**src/rtl/iq_state_discriminator.sv**
```systemverilog
// iq_state_discriminator: I/Q projection, thresholding and batched excited-state counts into a FWFT FIFO; IQ_DISC_PROJ_TAP_EN adds a projection tap
module iq_state_discriminator #(
  parameter int INT_IN_DATA_WIDTH = 23,
  parameter int INT_WEIGHT_WIDTH = 16,
  parameter int INT_MAX_SHOTS = 1024,
  parameter int INT_FIFO_DEPTH = 16,
  localparam int PW = INT_IN_DATA_WIDTH + INT_WEIGHT_WIDTH + 1,
  localparam int CW = $clog2(INT_MAX_SHOTS + 1)
) (
  input  logic                                clk,
  input  logic                                rst,
  input  logic                                i_valid,
  input  logic signed [INT_IN_DATA_WIDTH-1:0] i_data_i,
  input  logic signed [INT_IN_DATA_WIDTH-1:0] i_data_q,
  input  logic                                i_cfg_cmd_valid,
  input  logic [1:0]                          i_cfg_cmd_sel,
  input  logic signed [PW-1:0]                i_cfg_cmd_data,
  output logic                                o_state_valid,
  output logic                                o_state,
`ifdef IQ_DISC_PROJ_TAP_EN
  output logic                                o_proj_valid,
  output logic signed [PW-1:0]                o_proj,
`endif
  output logic                                o_cnt_valid,
  output logic [CW-1:0]                       o_cnt_data,
  input  logic                                i_cnt_ready,
  output logic                                o_fifo_full,
  output logic                                o_overflow
);
  localparam int WW = INT_WEIGHT_WIDTH;
  localparam int MW = INT_IN_DATA_WIDTH + INT_WEIGHT_WIDTH;
  localparam int AW = $clog2(INT_FIFO_DEPTH);
  localparam int NW = AW + 1;
  localparam logic signed [PW-1:0] ONE_S = PW'(1);
  localparam logic signed [PW-1:0] MAX_S = PW'(INT_MAX_SHOTS);
  localparam logic [CW-1:0] MAX_C = CW'(INT_MAX_SHOTS);
  localparam logic [NW-1:0] DEPTH_C = NW'(INT_FIFO_DEPTH);

  logic signed [WW-1:0] w_i_q, w_q_q;
  logic signed [PW-1:0] thr_q, thr1_q, proj_d;
  logic signed [MW-1:0] pi_q, pq_q;
  logic [CW-1:0] shots_q, shots_d, shot_q, ones_q, shot_n, ones_n;
  logic v1_q, v2_q, v3_q, gt_q, st_q;
  logic [CW-1:0] mem [INT_FIFO_DEPTH];
  logic [AW-1:0] wr_q, rd_q;
  logic [NW-1:0] cnt_q, cnt_d;
  logic full_q, ovf_q, shots_wr, push, push_ok, pop;

  assign shots_wr = i_cfg_cmd_valid && i_cfg_cmd_sel == 2'd3;
  assign shots_d = i_cfg_cmd_data < ONE_S ? CW'(1) : i_cfg_cmd_data > MAX_S ? MAX_C : i_cfg_cmd_data[CW-1:0];

  // Config registers; writes land at the next edge so they apply to points accepted afterwards.
  always_ff @(posedge clk or posedge rst)
    if (rst) begin
      w_i_q <= WW'(1);
      w_q_q <= '0;
      thr_q <= '0;
      shots_q <= CW'(1);
    end else if (i_cfg_cmd_valid) begin
      if (i_cfg_cmd_sel == 2'd0) w_i_q <= i_cfg_cmd_data[WW-1:0];
      if (i_cfg_cmd_sel == 2'd1) w_q_q <= i_cfg_cmd_data[WW-1:0];
      if (i_cfg_cmd_sel == 2'd2) thr_q <= i_cfg_cmd_data;
      if (shots_wr) shots_q <= shots_d;
    end

  assign proj_d = $signed({pi_q[MW-1], pi_q}) + $signed({pq_q[MW-1], pq_q});

  // Three-stage projection pipeline; the threshold is captured with the point so later writes never touch it.
  always_ff @(posedge clk or posedge rst)
    if (rst) begin
      v1_q <= 1'b0;
      v2_q <= 1'b0;
      v3_q <= 1'b0;
      gt_q <= 1'b0;
      st_q <= 1'b0;
      pi_q <= '0;
      pq_q <= '0;
      thr1_q <= '0;
    end else begin
      v1_q <= i_valid;
      pi_q <= MW'(i_data_i) * MW'(w_i_q);
      pq_q <= MW'(i_data_q) * MW'(w_q_q);
      thr1_q <= thr_q;
      v2_q <= v1_q;
      gt_q <= proj_d > thr1_q;
      v3_q <= v2_q;
      st_q <= v2_q & gt_q;
    end

  assign shot_n = shot_q + CW'(1);
  assign ones_n = ones_q + CW'(st_q);
  assign push = v3_q && !shots_wr && shot_n == shots_q;

  // Batch counters; a shots write discards the partial batch, including a shot arriving in the same cycle.
  always_ff @(posedge clk or posedge rst)
    if (rst) begin
      shot_q <= '0;
      ones_q <= '0;
    end else if (shots_wr) begin
      shot_q <= '0;
      ones_q <= '0;
    end else if (v3_q) begin
      shot_q <= push ? '0 : shot_n;
      ones_q <= push ? '0 : ones_n;
    end

  assign pop = cnt_q != '0 && i_cnt_ready;
  assign push_ok = push && (cnt_q != DEPTH_C || pop);
  assign cnt_d = cnt_q + NW'(push_ok) - NW'(pop);

  // FIFO pointers, occupancy and status; a full FIFO with a same-cycle pop still accepts the push.
  always_ff @(posedge clk or posedge rst)
    if (rst) begin
      wr_q <= '0;
      rd_q <= '0;
      cnt_q <= '0;
      full_q <= 1'b0;
      ovf_q <= 1'b0;
    end else begin
      wr_q <= wr_q + AW'(push_ok);
      rd_q <= rd_q + AW'(pop);
      cnt_q <= cnt_d;
      full_q <= cnt_d == DEPTH_C;
      ovf_q <= ovf_q | (push & ~push_ok);
    end

  // FIFO storage; contents need no reset because reads are masked while empty.
  always_ff @(posedge clk)
    if (push_ok) mem[wr_q] <= ones_n;

  assign o_state_valid = v3_q;
  assign o_state = st_q;
  assign o_cnt_valid = cnt_q != '0;
  assign o_cnt_data = o_cnt_valid ? mem[rd_q] : '0;
  assign o_fifo_full = full_q;
  assign o_overflow = ovf_q;

`ifdef IQ_DISC_PROJ_TAP_EN
  logic signed [PW-1:0] proj2_q, proj3_q;
  // Projection tap, delayed once more so it lines up with the state strobe.
  always_ff @(posedge clk or posedge rst)
    if (rst) begin
      proj2_q <= '0;
      proj3_q <= '0;
    end else begin
      proj2_q <= proj_d;
      proj3_q <= v2_q ? proj2_q : '0;
    end
  assign o_proj_valid = v3_q;
  assign o_proj = proj3_q;
`endif
endmodule
```
**config.mk**
```make
export PLATFORM = sky130hd
export DESIGN_NAME = iq_state_discriminator
export DESIGN_NICKNAME = d
export VERILOG_FILES = /design/src/rtl/iq_state_discriminator.sv
export SDC_FILE = /design/constraint.sdc
export NUM_CORES = 2
export LEC_CHECK = 0
export CORE_MARGIN = 2
export CORE_UTILIZATION = 59
export DETAILED_ROUTE_END_ITERATION = 6
export PLACE_DENSITY_LB_ADDON = 0.3
export SLEW_MARGIN = 20
export SYNTH_ARGS = -nofsm -noshare
export SYNTH_HDL_FRONTEND = slang
export SYNTH_SLANG_ARGS = --single-unit
```
**constraint.sdc**
```tcl
create_clock -name clk -period 9.8 [get_ports clk]
set_input_delay 2.94 -clock clk [delete_from_list [all_inputs] [get_ports clk]]
set_output_delay 2.94 -clock clk [all_outputs]
set_load 0.01 [all_outputs]
```
# --- Yosys cells after proc, flatten, opt, wreduce, memory -nomap -nowiden ---
# Memories as Yosys holds them, arrays and structs flattened.
# Index checks and enable logic that the tools add are counted.
word_totals:
  n_memories: 1
  latchBits: 0
  romBits: 0
  mem_bits_rw: 176
  register_bits: 243
  word_cells: 67
mem_list:
  columns: ["memory", "words", "width", "rd", "rd_ports_with_merged_regs", "wr", "line_no", "source"]
  rows:
  - ["mem", 16, 11, 1, 0, 1, "44", "logic [CW-1:0] mem [INT_FIFO_DEPTH];"]
classes:
  n_addsub: 7
  multipliers: 2
  bitwise: 4
  n_reduce_logical: 14
  n_lt_le_gt_ge: 3
  muxes: 11
  div_mod_pow: 0
  eq_ne: 6
  n_shift: 0
ops:
  columns: ["cell", "count"]
  rows:
  - ["$mux 11", 9]
  - ["$mul 23x16->39", 2]
  - ["$add 39x39->40", 1]
  - ["$gt 40x12->1 const B", 1]
  - ["$gt 40x40->1", 1]
  - ["$lt 40x2->1 const B", 1]
  - ["$add 11x1->11", 1]
  - ["$add 11x1->11 const B", 1]
  - ["$eq 11x11->1", 1]
  - ["$add 4x1->4", 2]
  - ["$reduce_and 2->1", 4]
  - ["$add 5x1->5", 1]
  - ["$eq 5x5->1 const B", 1]
  - ["$logic_and 1x1->1", 5]
  - ["$ne 5x5->1 const B", 1]
  - ["$reduce_bool 5->1", 1]
  - ["$sub 5x1->5", 1]
  - ["$eq 2x2->1 const B", 2]
  - ["$and 1x1->1", 2]
  - ["$eq 2x1->1 const B", 1]
  - ["$logic_not 2->1", 1]
  - ["$mux 1", 2]
  - ["$reduce_bool 2->1", 1]
  - ["$logic_not 1->1", 1]
  - ["3 further kinds", 3]

# --- Longest topological paths before layout ---
depth:
  ltp_word: 9
  ltp_mapped: 26
  mapped_depth_nobuf: 24

# --- Worst setup path after synthesis ---
# OpenSTA, ideal clock, no wires.
synth_path:
  path_type: "in2reg"
  start: "input i_data_i[12]"
  end: "register pi_q[35]"
  slack_ns: 0.797
  required_ns: 9.720
  n_path_buf: 1
  path_stages: 22
  t_arrival_ns: 8.923
  path_cell_list: "clkbuf_1 -> nand2_1 -> fa_1 -> inv_1 -> fa_1 -> inv_1 -> fa_1 -> inv_1 -> fa_1 -> fa_1 -> fa_1 -> ha_1 -> a21oi_1 -> o21ai_1 -> o41a_1 -> or4_1 -> o21ai_1 -> a21oi_1 -> a221o_1 -> a221o_1 -> a21oi_1 -> xnor2_1"
synth_between:
  elab_chain_cells: 1
synth_lines:
  columns: ["item", "line_no", "source"]
  rows:
  - ["start, declared", "13", "input logic signed [INT_IN_DATA_WIDTH-1:0] i_data_i,"]
  - ["$mul 23x16->39", "81", "pi_q <= MW'(i_data_i) * MW'(w_i_q);"]
  - ["end signal, assigned", "81", null]
  - ["end, declared", "41", "logic signed [MW-1:0] pi_q, pq_q;"]
# No other way between the ends.
# A chain may end at the register's enable or synchronous reset.

# --- Worst setup path in the final report ---
layout_path:
  start: "input i_data_i[8]"
  end: "register pi_q[35]"
# Same word-level chain as after synthesis.

==> summary.log <==
[critical_path] count of buffering cells on the critical path with inverters included 5
[floorplan] starting density of the core 59.7%
[clock_tree] sinks on the clock net 419
[critical_path] critical path class in -> reg
[cells_and_area] fraction of final layout cells with drive strength greater than 1 6.83%
[critical_path] Critical R2R Launch w_i_q[3]$_DFFE_PP0P_
[synth] number of instances in the synthesized netlist 4252
[critical_path] Worst Reg2Reg Path Length in Cells 22
[timing] Slew Viols, Final 0
[synth] Yosys warning total 0
[grt] initial antenna violation count 1
[clock_tree] worst-case clock buffer depth 3
[synth] most repeated cell in the gate-level netlist after synthesis sky130_fd_sc_hd__inv_1
[routing] via total after detailed routing 30181
[floorplan] number of standard-cell rows in the floorplan 100
[timing] Relative slew margins 22.9%
[clock_tree] CTS Buf Count 42
[floorplan] Boundary Pins 109
[synth] number of enable flip-flop cells after synthesis 176
[place] Buffers on Ports 108
[place] routability-driven placement congestion ratio 0.908
[synth] post-synthesis net count 5351
[cells_and_area] Area Growth Syn to Fin 8.97%
[critical_path] critical path's largest stage delay 610 ps
[critical_path] kind of end point of the critical path register
[cells_and_area] Final Cell Area 0.0484 sq mm
[synth] portion of synthesized cell area occupied by the leading cell type 32.5%
[clock_tree] Post-CTS Setup Bufs 0
[job] Max-cap violations 0
[critical_path] Worst setup endpoint pi_q[35]$_DFF_PP0_
[critical_path] sort of element at the start of the critical path input port
[timing] Worst Tran Pin Value 1150 ps
[routing] sum of routed wire length over all layers 102000 um
[cells_and_area] fill cell count 5709
[cells_and_area] nets 5458
[critical_path] Crit. Startpoint i_data_i[8]
[floorplan] horizontal die dimension 278 um
[place] HPWL after detailed placement 80600 um
[synth] mean area per synthesized cell 10.4 sq um
[floorplan] area of the die 0.0775 sq mm
[timing] clock period minus worst slack 9360 ps
[routing] number of DRC markers in iteration 0 2213
[critical_path] CP Max Fanout 9
[floorplan] Die Y 278 um
[synth] sequential area share after synthesis 25.6%
[synth] count of state elements after synthesis 419
[clock_tree] Worst-Skew Late Latency 570 ps
[routing] vias per std cell 5.63
[clock_tree] post_cts resized 0
[timing] Total Neg Setup Slack 0 ps
[critical_path] Slowest-stage cell, CP sky130_fd_sc_hd__clkdlybuf4s50_1
[routing] DRT Pass-1 Iters 5
[timing] achievable clock frequency 107 MHz
[critical_path] reg-to-reg critical path endpoint pi_q[35]$_DFF_PP0_
[synth] proportion of synthesized flip-flops having asynchronous set or reset 58.0%
[clock_tree] number of buffers added to fix hold violations after cts 0
[hold_path] type of the worst min-delay path reg -> reg
[place] area post-placement 0.0470 sq mm
[critical_path] required time at the worst-slack endpoint 10290 ps
[critical_path] flop2flop setup slack 2380 ps
[floorplan] Core Box Area 0.0744 sq mm
[critical_path] library cell appearing most often on the critical path sky130_fd_sc_hd__fa_1
[critical_path] kind of cell with the highest combined delay on the critical path adder cells
[clock_tree] CTS tree built
[timing] unrepaired setup endpoints after global routing false
[grt] largest net degree at the start of global routing 106
[synth] Cell Area, Synth 0.0444 sq mm
[routing] Antenna Violating Nets Remaining 0
[synth] post-synth cell types 73
[timing] share of the clock period used by the worst path after layout 95.5%
[routing] remaining routing DRC violations 0
[grt] residual overflow from global routing 0
[synth] largest cells by area after synthesis sky130_fd_sc_hd__fa_1 33%, sky130_fd_sc_hd__dfrtp_1 14%, sky130_fd_sc_hd__edfxtp_1 12%
[grt] wire length of the first global-routing pass 169000 um
[routing] routed wirelength normalized by instance count 19.1 um
[clock_tree] root buffer cell sky130_fd_sc_hd__clkbuf_16
[synth] primary flip-flop cell chosen by synthesis mapping sky130_fd_sc_hd__dfrtp_1
[synth] top cells by instance count after synthesis 867 x sky130_fd_sc_hd__inv_1, 722 x sky130_fd_sc_hd__fa_1, 493 x sky130_fd_sc_hd__nand2_1, 293 x sky130_fd_sc_hd__and2_1, 284 x sky130_fd_sc_hd__ha_1
[outcome] status finished clean
[critical_path] Levels on crit path 23
[timing] count of final hold-check violations 0
[timing] Fin Clk Skew 19.6 ps
[synth] biggest area consumer among synthesized cells sky130_fd_sc_hd__fa_1
[grt] vias in the first global route 32208
[clock_tree] clk slew on worst S/H paths 60 ps
[critical_path] arrival time at the worst endpoint 9840 ps
[critical_path] cell chain of the critical path clkdlybuf4s50_1, buf_4, nand2_1, fa_1, inv_1, fa_1, fa_1, inv_1, fa_1, fa_1, fa_1, inv_1, ha_1, nand2_1, o21ai_1, o41a_1, or4_1, o21ai_1, a21oi_1, a221o_1, a221o_1, a21oi_1, xnor2_1
[clock_tree] H-tree lvl count 2
[grt] All-Layer GR Usage 27.7%
[timing] count of final setup violators 0
## metrics by stage
step,setup WS (ps),hold slack [ps],util (%),cells
after floorplan,190,331,-,4252
after global placement,93.6,342,63.1,5284
after detailed placement,4.85,343,63.1,5284
after CTS,483,363,65.0,5361
after global routing,61.4,377,65.0,5361
final,445,365,65.0,5362
## placed cells by master (no fill, tap or decap), drive strengths merged, types with 17 or more instances in the layout
master         instances
inv                  870
fa                   722
nand2                493
and2                 293
ha                   284
dfrtp                241
edfxtp               176
nor2                 128
a21oi                112
xnor2                112
clkdlybuf4s50        108
buf                  104
mux2                  71
o21ai                 71
clkbuf                59
a21o                  56
mux2i                 47
xor2                  40
nand3                 36
nand2b                29
o21a                  25
o221ai                23
nor3                  23
mux4                  22
o21bai                21
a22o                  21
and3                  18
nand4                 17
## worst register-to-register path: cells and delay by family (launching register included)
family                   cells  cell delay (ps)
AO/OA/AOI/OAI                8             2100
XOR/XNOR                     1              140
adder cells (fa/ha/maj)      7             3230
buffers and inverters        4              540
flip-flops                   1              800
AND/OR/NAND/NOR              2              560
## final cells by class
class | count | area (sq um) | area share, %
clock buffers | 59 | 1210 | 2.51
multi-input cells | 2814 | 29300 | 60.4
diodes | 1 | 2.50 | 0.00517
repair buffers | 212 | 1860 | 3.85
flip-flops and latches | 419 | 11400 | 23.5
clock inverters | 18 | 219 | 0.452
inverters | 870 | 3270 | 6.76
well taps | 969 | 1210 | 2.50
## worst min-delay path by stage
| stage | startpoint | end | slack [ps] | cells past startpoint |
|---|---|---|---|---|
| 3_3_place_gp | v1_q$_DFF_PP0_ | v2_q$_DFF_PP0_ | 340 | 0 |
| 5_1_grt | thr_q[2]$_DFFE_PP0P_ | thr1_q[2]$_DFF_PP0_ | 380 | 0 |
| 3_5_place_dp | v1_q$_DFF_PP0_ | v2_q$_DFF_PP0_ | 340 | 0 |
| 2_1_floorplan | v1_q$_DFF_PP0_ | v2_q$_DFF_PP0_ | 330 | 0 |
| 6_report | v1_q$_DFF_PP0_ | v2_q$_DFF_PP0_ | 370 | 0 |
| 4_1_cts | thr_q[2]$_DFFE_PP0P_ | thr1_q[2]$_DFF_PP0_ | 360 | 0 |
## registers in the layout, indices dropped and copies added, names as in the netlist, 4 cells and up
register,cells
wr_q,4
shots_q,11
thr_q,40
thr1_q,40
mem,176
ones_q,11
w_q_q,16
shot_q,11
w_i_q,16
pq_q,39
cnt_q,5
pi_q,39
rd_q,4
## metal layers
layer,vias to the layer above,global-route usage (%),part of all wire (%)
li1,13492,-,-
met1,15420,37.6,40
met2,1053,47.5,50
met3,216,2.84,6.2
met4,0,8.37,3.3
met5,-,0,0
## cells by family after synthesis
family,after synthesis,synth area share (%)
DFF,419,25.6
AOI/OAI and AO/OA,421,6.36
and+or+nand+nor,1095,11.9
xor gates and xnor gates,152,3.00
buffers and inverters,1019,8.63
adders and majority gates,1006,40.5
muxes,140,3.97
Power is not shown: default switching activity piles up to over one toggle a cycle in this logic, so the estimate is an artifact.
